==> src/rtl/hazard_unit_if.sv <==
// hazard_unit_if: bundles the hazard controller's pipeline-facing signals.
//   master : pipeline side; drives stage indices/controls and receives stalls, flushes,
//            forwarding selects and the performance counters.
//   slave  : hazard_unit side.
interface hazard_unit_if #(
    parameter int M  = 4,
    parameter int CW = 16
);
    // decode-stage sources
    logic [M-1:0]  srcA_D;
    logic [M-1:0]  srcB_D;
    logic          useA_D;
    logic          useB_D;
    // execute stage
    logic [M-1:0]  srcA_E;
    logic [M-1:0]  srcB_E;
    logic [M-1:0]  regScr_E;
    logic          regmem_E;
    logic          branch_E;
    logic          taken_E;
    logic          pcload_E;
    // memory / writeback destinations
    logic [M-1:0]  regScr_M;
    logic          regw_M;
    logic [M-1:0]  regScr_W;
    logic          regw_W;
    // controls back to the pipeline
    logic          stall_F;
    logic          stall_D;
    logic          flush_D;
    logic          flush_E;
    logic [1:0]    fwdA_E;
    logic [1:0]    fwdB_E;
    logic [CW-1:0] stall_cnt;
    logic [CW-1:0] flush_cnt;

    modport master (
        output srcA_D, srcB_D, useA_D, useB_D,
        output srcA_E, srcB_E, regScr_E, regmem_E, branch_E, taken_E, pcload_E,
        output regScr_M, regw_M, regScr_W, regw_W,
        input  stall_F, stall_D, flush_D, flush_E, fwdA_E, fwdB_E, stall_cnt, flush_cnt
    );

    modport slave (
        input  srcA_D, srcB_D, useA_D, useB_D,
        input  srcA_E, srcB_E, regScr_E, regmem_E, branch_E, taken_E, pcload_E,
        input  regScr_M, regw_M, regScr_W, regw_W,
        output stall_F, stall_D, flush_D, flush_E, fwdA_E, fwdB_E, stall_cnt, flush_cnt
    );
endinterface

==> src/rtl/hazard_unit.sv <==
// hazard_unit: hazard and forwarding controller for the 5-stage pipeline.
//   clk : rising-edge clock
//   rst : asynchronous reset, active low
//   hz  : hazard_unit_if.slave; decode/execute/memory/writeback fields in,
//         stall_F/stall_D/flush_D/flush_E, fwdA_E/fwdB_E and the saturating
//         stall/redirect counters out.
// Load-use stalls are stretched to LOAD_LAT cycles (legal 1..15) by a small
// RUN/LDSTALL FSM; all controls are combinational so they act in the same cycle.
module hazard_unit #(
    parameter int M        = 4,
    parameter int LOAD_LAT = 1,
    parameter int CW       = 16
) (
    input  logic         clk,
    input  logic         rst,
    hazard_unit_if.slave hz
);
    localparam logic [0:0]    RUN     = 1'b0;
    localparam logic [0:0]    LDSTALL = 1'b1;
    localparam logic [CW-1:0] CMAX    = '1;
    localparam logic [3:0]    LD_INIT = 4'(LOAD_LAT - 1);

    logic [0:0]    state_q, state_d;
    logic [3:0]    cnt_q, cnt_d;
    logic [CW-1:0] stall_cnt_q, stall_cnt_d;
    logic [CW-1:0] flush_cnt_q, flush_cnt_d;

    logic ldu, redir;
    logic stall, fl_d, fl_e, stall_inc, flush_inc;
    logic [1:0] fwd_a, fwd_b;

    assign ldu   = hz.regmem_E & ((hz.useA_D & (hz.srcA_D == hz.regScr_E)) |
                                  (hz.useB_D & (hz.srcB_D == hz.regScr_E)));
    assign redir = hz.pcload_E | (hz.branch_E & hz.taken_E);

    // Forwarding: the memory stage holds the younger result, so it wins over writeback.
    always_comb begin
        fwd_a = 2'b00;
        if (hz.regw_M && hz.regScr_M == hz.srcA_E)      fwd_a = 2'b10;
        else if (hz.regw_W && hz.regScr_W == hz.srcA_E) fwd_a = 2'b01;
        fwd_b = 2'b00;
        if (hz.regw_M && hz.regScr_M == hz.srcB_E)      fwd_b = 2'b10;
        else if (hz.regw_W && hz.regScr_W == hz.srcB_E) fwd_b = 2'b01;
    end

    always_comb begin
        state_d   = state_q;
        cnt_d     = cnt_q;
        stall     = 1'b0;
        fl_d      = 1'b0;
        fl_e      = 1'b0;
        stall_inc = 1'b0;
        flush_inc = 1'b0;
        case (state_q)
            RUN: begin
                if (redir) begin
                    fl_d      = 1'b1;
                    fl_e      = 1'b1;
                    flush_inc = 1'b1;
                end else if (ldu) begin
                    stall     = 1'b1;
                    fl_e      = 1'b1;
                    stall_inc = 1'b1;
                    // first stall cycle is spent here; LDSTALL covers the remaining ones
                    if (LOAD_LAT > 1) begin
                        state_d = LDSTALL;
                        cnt_d   = LD_INIT;
                    end
                end
            end
            default: begin
                // ldu is not re-evaluated: the load already left execute
                if (redir) begin
                    fl_d      = 1'b1;
                    fl_e      = 1'b1;
                    flush_inc = 1'b1;
                    cnt_d     = 4'd0;
                    state_d   = RUN;
                end else begin
                    stall     = 1'b1;
                    fl_e      = 1'b1;
                    stall_inc = 1'b1;
                    cnt_d     = cnt_q - 4'd1;
                    if (cnt_q == 4'd1) state_d = RUN;
                end
            end
        endcase
    end

    assign stall_cnt_d = (stall_inc && stall_cnt_q != CMAX) ? stall_cnt_q + 1'b1 : stall_cnt_q;
    assign flush_cnt_d = (flush_inc && flush_cnt_q != CMAX) ? flush_cnt_q + 1'b1 : flush_cnt_q;

    always_ff @(posedge clk or negedge rst) begin
        if (!rst) begin
            state_q     <= RUN;
            cnt_q       <= 4'd0;
            stall_cnt_q <= '0;
            flush_cnt_q <= '0;
        end else begin
            state_q     <= state_d;
            cnt_q       <= cnt_d;
            stall_cnt_q <= stall_cnt_d;
            flush_cnt_q <= flush_cnt_d;
        end
    end

    // While in reset the pipeline registers are held clear and nothing is forwarded.
    assign hz.stall_F   = rst & stall;
    assign hz.stall_D   = rst & stall;
    assign hz.flush_D   = ~rst | fl_d;
    assign hz.flush_E   = ~rst | fl_e;
    assign hz.fwdA_E    = rst ? fwd_a : 2'b00;
    assign hz.fwdB_E    = rst ? fwd_b : 2'b00;
    assign hz.stall_cnt = stall_cnt_q;
    assign hz.flush_cnt = flush_cnt_q;
endmodule

==> src/flat_wrapper.sv <==
// flat-port wrapper written by rule: the top's interface ports become plain ports
module hazard_unit_flat 
#(
    parameter int M        = 4,
    parameter int LOAD_LAT = 1,
    parameter int CW       = 16
)
  (clk, rst, hz_srcA_D, hz_srcB_D, hz_useA_D, hz_useB_D, hz_srcA_E, hz_srcB_E, hz_regScr_E, hz_regmem_E, hz_branch_E, hz_taken_E, hz_pcload_E, hz_regScr_M, hz_regw_M, hz_regScr_W, hz_regw_W, hz_stall_F, hz_stall_D, hz_flush_D, hz_flush_E, hz_fwdA_E, hz_fwdB_E, hz_stall_cnt, hz_flush_cnt);
  hazard_unit_if #(.M(M), .CW(CW)) hz_i ();
  input  logic clk;
  input  logic rst;
  input wire logic [$bits(hz_i.srcA_D)-1:0] hz_srcA_D;
  input wire logic [$bits(hz_i.srcB_D)-1:0] hz_srcB_D;
  input wire logic [$bits(hz_i.useA_D)-1:0] hz_useA_D;
  input wire logic [$bits(hz_i.useB_D)-1:0] hz_useB_D;
  input wire logic [$bits(hz_i.srcA_E)-1:0] hz_srcA_E;
  input wire logic [$bits(hz_i.srcB_E)-1:0] hz_srcB_E;
  input wire logic [$bits(hz_i.regScr_E)-1:0] hz_regScr_E;
  input wire logic [$bits(hz_i.regmem_E)-1:0] hz_regmem_E;
  input wire logic [$bits(hz_i.branch_E)-1:0] hz_branch_E;
  input wire logic [$bits(hz_i.taken_E)-1:0] hz_taken_E;
  input wire logic [$bits(hz_i.pcload_E)-1:0] hz_pcload_E;
  input wire logic [$bits(hz_i.regScr_M)-1:0] hz_regScr_M;
  input wire logic [$bits(hz_i.regw_M)-1:0] hz_regw_M;
  input wire logic [$bits(hz_i.regScr_W)-1:0] hz_regScr_W;
  input wire logic [$bits(hz_i.regw_W)-1:0] hz_regw_W;
  output wire logic [$bits(hz_i.stall_F)-1:0] hz_stall_F;
  output wire logic [$bits(hz_i.stall_D)-1:0] hz_stall_D;
  output wire logic [$bits(hz_i.flush_D)-1:0] hz_flush_D;
  output wire logic [$bits(hz_i.flush_E)-1:0] hz_flush_E;
  output wire logic [$bits(hz_i.fwdA_E)-1:0] hz_fwdA_E;
  output wire logic [$bits(hz_i.fwdB_E)-1:0] hz_fwdB_E;
  output wire logic [$bits(hz_i.stall_cnt)-1:0] hz_stall_cnt;
  output wire logic [$bits(hz_i.flush_cnt)-1:0] hz_flush_cnt;
  assign hz_i.srcA_D = hz_srcA_D;
  assign hz_i.srcB_D = hz_srcB_D;
  assign hz_i.useA_D = hz_useA_D;
  assign hz_i.useB_D = hz_useB_D;
  assign hz_i.srcA_E = hz_srcA_E;
  assign hz_i.srcB_E = hz_srcB_E;
  assign hz_i.regScr_E = hz_regScr_E;
  assign hz_i.regmem_E = hz_regmem_E;
  assign hz_i.branch_E = hz_branch_E;
  assign hz_i.taken_E = hz_taken_E;
  assign hz_i.pcload_E = hz_pcload_E;
  assign hz_i.regScr_M = hz_regScr_M;
  assign hz_i.regw_M = hz_regw_M;
  assign hz_i.regScr_W = hz_regScr_W;
  assign hz_i.regw_W = hz_regw_W;
  assign hz_stall_F = hz_i.stall_F;
  assign hz_stall_D = hz_i.stall_D;
  assign hz_flush_D = hz_i.flush_D;
  assign hz_flush_E = hz_i.flush_E;
  assign hz_fwdA_E = hz_i.fwdA_E;
  assign hz_fwdB_E = hz_i.fwdB_E;
  assign hz_stall_cnt = hz_i.stall_cnt;
  assign hz_flush_cnt = hz_i.flush_cnt;
  hazard_unit #(.M(M), .LOAD_LAT(LOAD_LAT), .CW(CW)) u_core (.clk(clk), .rst(rst), .hz(hz_i));
endmodule
==> config.mk <==
export PLATFORM = sky130hd
export DESIGN_NAME = hazard_unit_flat
export DESIGN_NICKNAME = d
export VERILOG_FILES = /design/src/rtl/hazard_unit_if.sv /design/src/rtl/hazard_unit.sv /design/src/flat_wrapper.sv
export SDC_FILE = /design/constraint.sdc
export NUM_CORES = 1
export LEC_CHECK = 0
export CAP_MARGIN = 25
export CORE_MARGIN = 5
export CORE_UTILIZATION = 44
export DETAILED_ROUTE_END_ITERATION = 10
export PLACE_DENSITY = 0.89
export SLEW_MARGIN = 25
export SYNTH_ARGS = -nofsm -noshare
export SYNTH_HDL_FRONTEND = slang
export SYNTH_SLANG_ARGS = --single-unit
export TNS_END_PERCENT = 50
==> constraint.sdc <==
create_clock -name clk -period 3.5 [get_ports clk]
set_input_delay 1.05 -clock clk [delete_from_list [all_inputs] [get_ports clk]]
set_output_delay 1.05 -clock clk [all_outputs]
set_load 0.03 [all_outputs]
==> results <==
- The count of final hold-check violations is 0.
- The sum of internal, switching and leakage power is between 0.001 and 0.0015 W.
- Setup repair after global routing could not meet its margin everywhere.
- With fillers left out, the area of the finished cells amounts to 3040 um2.
- The count of boundary I/O pins is 78.
- The number of synthesized flops with an enable pin is 0.
- The endpoint class of the critical path is an output pin.
- The startpoint of the lowest-slack register-to-register path is u_core.hz.stall_cnt[10]$_DFFE_PN0P_.
- After detailed routing, the number of vias per cell comes to 5.34.
- The total congestion overflow is 0.
- The final HPWL from detailed placement is 4.02 mm.
- STA classifies the critical path startpoint as an input pin.
- The worst setup skew after layout is between 0.006 and 0.007 ns.
- The critical path goes through clkdlybuf4s50_1 > xor2_1 > nor4_2 > nor3_2 > nand3_1 > buf_4.
- The tool flagged a number of max-cap violations equal to 0.
- The mean cell area of the mapped netlist is 10.2 um2.
- The die area is a little over 6000 um2.
- The cell depth of the worst hold path is 1.
- The weighted congestion reported at the end of routability-driven placement is slightly below 0.9.
- Among cell families on the critical path, the largest total delay comes from buffers and inverters.
- When the netlist entered floorplanning its net count stood at 247.
- In the layout the commonest cells are sky130_fd_sc_hd__clkdlybuf4s50_1, sky130_fd_sc_hd__dfrtp_1, sky130_fd_sc_hd__xor2_1.
- At the end of the flow the core is filled with cells to about two thirds.
- The first TritonRoute pass finished after 4 iterations.
- The depth of the CTS H-tree is 2.
- The total cell area at the placement stage is 2910 um2.
- The top layer used by detailed routing is met4.
- At the pin with the least slew margin, the transition time is around 0.79 ns.
- The initial utilization of the core area, before any placement, comes to 44.9%.
- The register-to-register setup slack is approximately 1.3 ns.
- Clock latency on the worst-skew pair, taken at its later pin, is ~0.29 ns.
- The sequential cell area fraction in the yosys report is between 40% and 50%.
- The category of the most critical setup path is input pin to output pin.
- The worst voltage drop across the vdd grid is ~0.33 mV.
- The via count of the first global-routing pass is 1852.
- For this design the ratio of total power to cell area is around 450 nW/um2.
- Measured along the x axis, the die boundary spans approximately 80 um.
- For this block, the routed nets add up to just over 5 mm of wire.
- Setup violations remaining at the end of the flow were counted as 0.
- The wire length of the first global-routing pass is ~8.5 mm.
- The placeable core region is 4660 um2.
- The count of routing violations after the opening detailed-route iteration is between 50 and 60.
- The worst hold path startpoint is u_core.hz.stall_cnt[12]$_DFFE_PN0P_.
- The run finished with clean final reports.
- The die extent in y is roughly 79 um.
- The leakage dissipation is around 1.3 nW.
- The clock drives 37 sinks.
- The share of final-layout standard cells stronger than drive strength 1 is 10.8%.
- Relative to the synthesized area, the layout overhead comes to 45.2%.
- The pin count of the biggest net entering global routing is 36.
- The minimum clock period after layout is between 3 and 4 ns.
- The count of buffer and inverter cells on the critical path is 2.
- The number of DRC violations after detailed routing is 0.
- In the detailed route, the total length drawn on met3 is about 380 um.
- After clock tree synthesis, the clock-pin slew on the worst setup and hold paths is approximately 0.07 ns.
- In this run, CTS created clock tree buffers numbering 5.
- The most common library cell in the layout ignoring fill and taps is sky130_fd_sc_hd__clkdlybuf4s50_1.
- The leading register cell type out of synthesis is sky130_fd_sc_hd__dfrtp_1.
- TritonCTS built the clock tree.
- The synthesized design contains 37 register bits.
- Once detail routing completed, the nets flagged for antenna violations numbered 0.
- Based on the critical path, the design can be clocked at up to between 0.2 and 0.3 GHz.
- The number of antenna violations at the first check in global routing is 0.
- Counting cells, the worst reg-to-reg path comes to 5.
- The path class of the tightest hold or removal check is register to register.
- The placement-stage worst setup slack is about 0.0043 ns.
- The number of distinct library cell variants in the gate-level netlist after synthesis is 31.
- In the final routing, the length of wire on met1 measures 2.08 mm.
- The slowest stage of the critical path belongs to the cell sky130_fd_sc_hd__clkdlybuf4s50_1.
- The worst setup margin is 0.00574 ns.
- The buffer levels on the longest clock path is 2.
- The root buffer cell is sky130_fd_sc_hd__clkbuf_8.
- The largest driver fanout on the critical path is 3.
- The final-layout fill cell count is 355.
- The async set-reset flop share out of synthesis is 100%.
- The post-synthesis instance area is about 2100 um2.
- Across every metal layer, demand over resource in global routing totals 17.1%.
- The number of warnings issued by yosys is 0.
- The end of the worst register-to-register path is u_core.hz.stall_cnt[1]$_DFFE_PN0P_.
- The worst pin sits at a relative slew slack of between 40% and 50%.
- Wire segments on met2 add up to roughly 2.6 mm in the final route.
- The synthesized netlist cell count is slightly above 200.
- The total via count after detailed routing is approximately 1800.
- STA puts the critical path data arrival time at between 2 and 2.5 ns.
- The final count of pins violating max slew was 0.
- The total of buffers placed on input and output ports is between 70 and 80.
- Data on the critical path is required at its endpoint by ~2.5 ns.
- The delay contributed by the slowest stage of the critical path is roughly 0.52 ns.
- The cell row count is 25.
- The destination of the worst hold path is u_core.hz.stall_cnt[12]$_DFFE_PN0P_.
- The routed length per placed instance is 14.9 um.
- The worst hold-check slack is roughly 0.49 ns.
- After the last flow step, the layout net total stands at 330.
- The period utilization is 99.8%.
- The number of antenna cells inserted is 0.
synthesized netlist by cell type, types with 3 or more instances:
cell / instances / area [um2]
sky130_fd_sc_hd__ha_1: 4 / 50.1
sky130_fd_sc_hd__xnor2_1: 23 / 201
sky130_fd_sc_hd__o21ai_0: 6 / 30.0
sky130_fd_sc_hd__xor2_1: 31 / 272
sky130_fd_sc_hd__nor3_1: 10 / 50.1
sky130_fd_sc_hd__dfrtp_1: 37 / 926
sky130_fd_sc_hd__and2_1: 4 / 25.0
sky130_fd_sc_hd__nor2_1: 5 / 18.8
sky130_fd_sc_hd__nand4_1: 11 / 68.8
sky130_fd_sc_hd__a21oi_1: 3 / 15.0
sky130_fd_sc_hd__nor4_2: 5 / 62.6
sky130_fd_sc_hd__nor4_1: 7 / 43.8
sky130_fd_sc_hd__nand2_1: 20 / 75.1
sky130_fd_sc_hd__nand3_1: 16 / 80.1
cells by family (layout without fill, tap and decap cells):
kind of cell / count (synthesis) / in the layout / share of synthesized area [%]
and+or+nand+nor: 90 / 90 / 24.8
buffers and inverters: 7 / 90 / 1.73
muxes: 2 / 2 / 1.26
DFF: 37 / 37 / 44.3
xor gates and xnor gates: 54 / 54 / 22.6
AOI/OAI and AO/OA: 11 / 11 / 2.93
adders and majority gates: 4 / 4 / 2.39
registers in the layout, indices dropped and copies added, names as in the netlist:
name	cells
u_core.cnt_q	4
u_core.state_q	1
u_core.hz.stall_cnt	16
u_core.hz.flush_cnt	16
cell type report:
class                      instances  area, um2  area share [%]
clock buffer                       5       68.8            2.27
tap                               54       67.6            2.22
inverter                           2       7.51           0.247
timing repair buffer              81        788            26.0
sequential                        37        926            30.5
clock inverter                     2       35.0            1.15
multi-input combinational        161       1140            37.7
worst max path at each step:
stage          cells after the start  slack (ns)         end      startpoint
3_3_place_gp                       6        0.04  hz_flush_E  hz_regScr_E[2]
4_1_cts                            6       0.002  hz_flush_E  hz_regScr_E[0]
6_report                           6       0.006  hz_flush_E  hz_regScr_E[3]
3_5_place_dp                       6       0.004  hz_flush_E  hz_regScr_E[0]
5_1_grt                            6       -0.06  hz_flush_E  hz_regScr_E[0]
2_1_floorplan                      5        0.06  hz_stall_F     hz_branch_E
where the power goes:
group	switching, W	internal (W)	leakage (nW)	total, W
Combinational	0.000231	0.000209	0.755	0.000440
Clock	0.000146	0.000207	0.0540	0.000353
Sequential	0.0000775	0.000484	0.489	0.000562
Total	0.000454	0.000900	1.30	0.00135
worst reg2reg max path: stages, from the launching register on:
cell	delay (ns)
sky130_fd_sc_hd__dfrtp_1	0.42
sky130_fd_sc_hd__and3_1	0.22
sky130_fd_sc_hd__nand3_1	0.13
sky130_fd_sc_hd__nor4_2	0.72
sky130_fd_sc_hd__or3_4	0.27
sky130_fd_sc_hd__mux2_4	0.29
layer usage:
| metal | global-route usage [%] | vias up |
|---|---|---|
| li1 | - | 885 |
| met5 | 0 | - |
| met3 | 6.35 | 6 |
| met1 | 20.2 | 867 |
| met4 | 3.44 | 0 |
| met2 | 29.7 | 68 |
per-stage QoR:
step / TNS, ns / instances
6_report: 0 / 342
5_1_grt: -0.0597 / 342
3_3_place_gp: 0 / 335
3_5_place_dp: 0 / 335
2_1_floorplan: 0 / 205
4_1_cts: 0 / 342
what timing repair did:
action,in CTS,in global routing
endpoints found under the setup margin,0,4
setup buffers,0,0
gates resized for setup,0,5
hold buffers,0,0
Note: power is estimated with default switching activity, not from simulation.
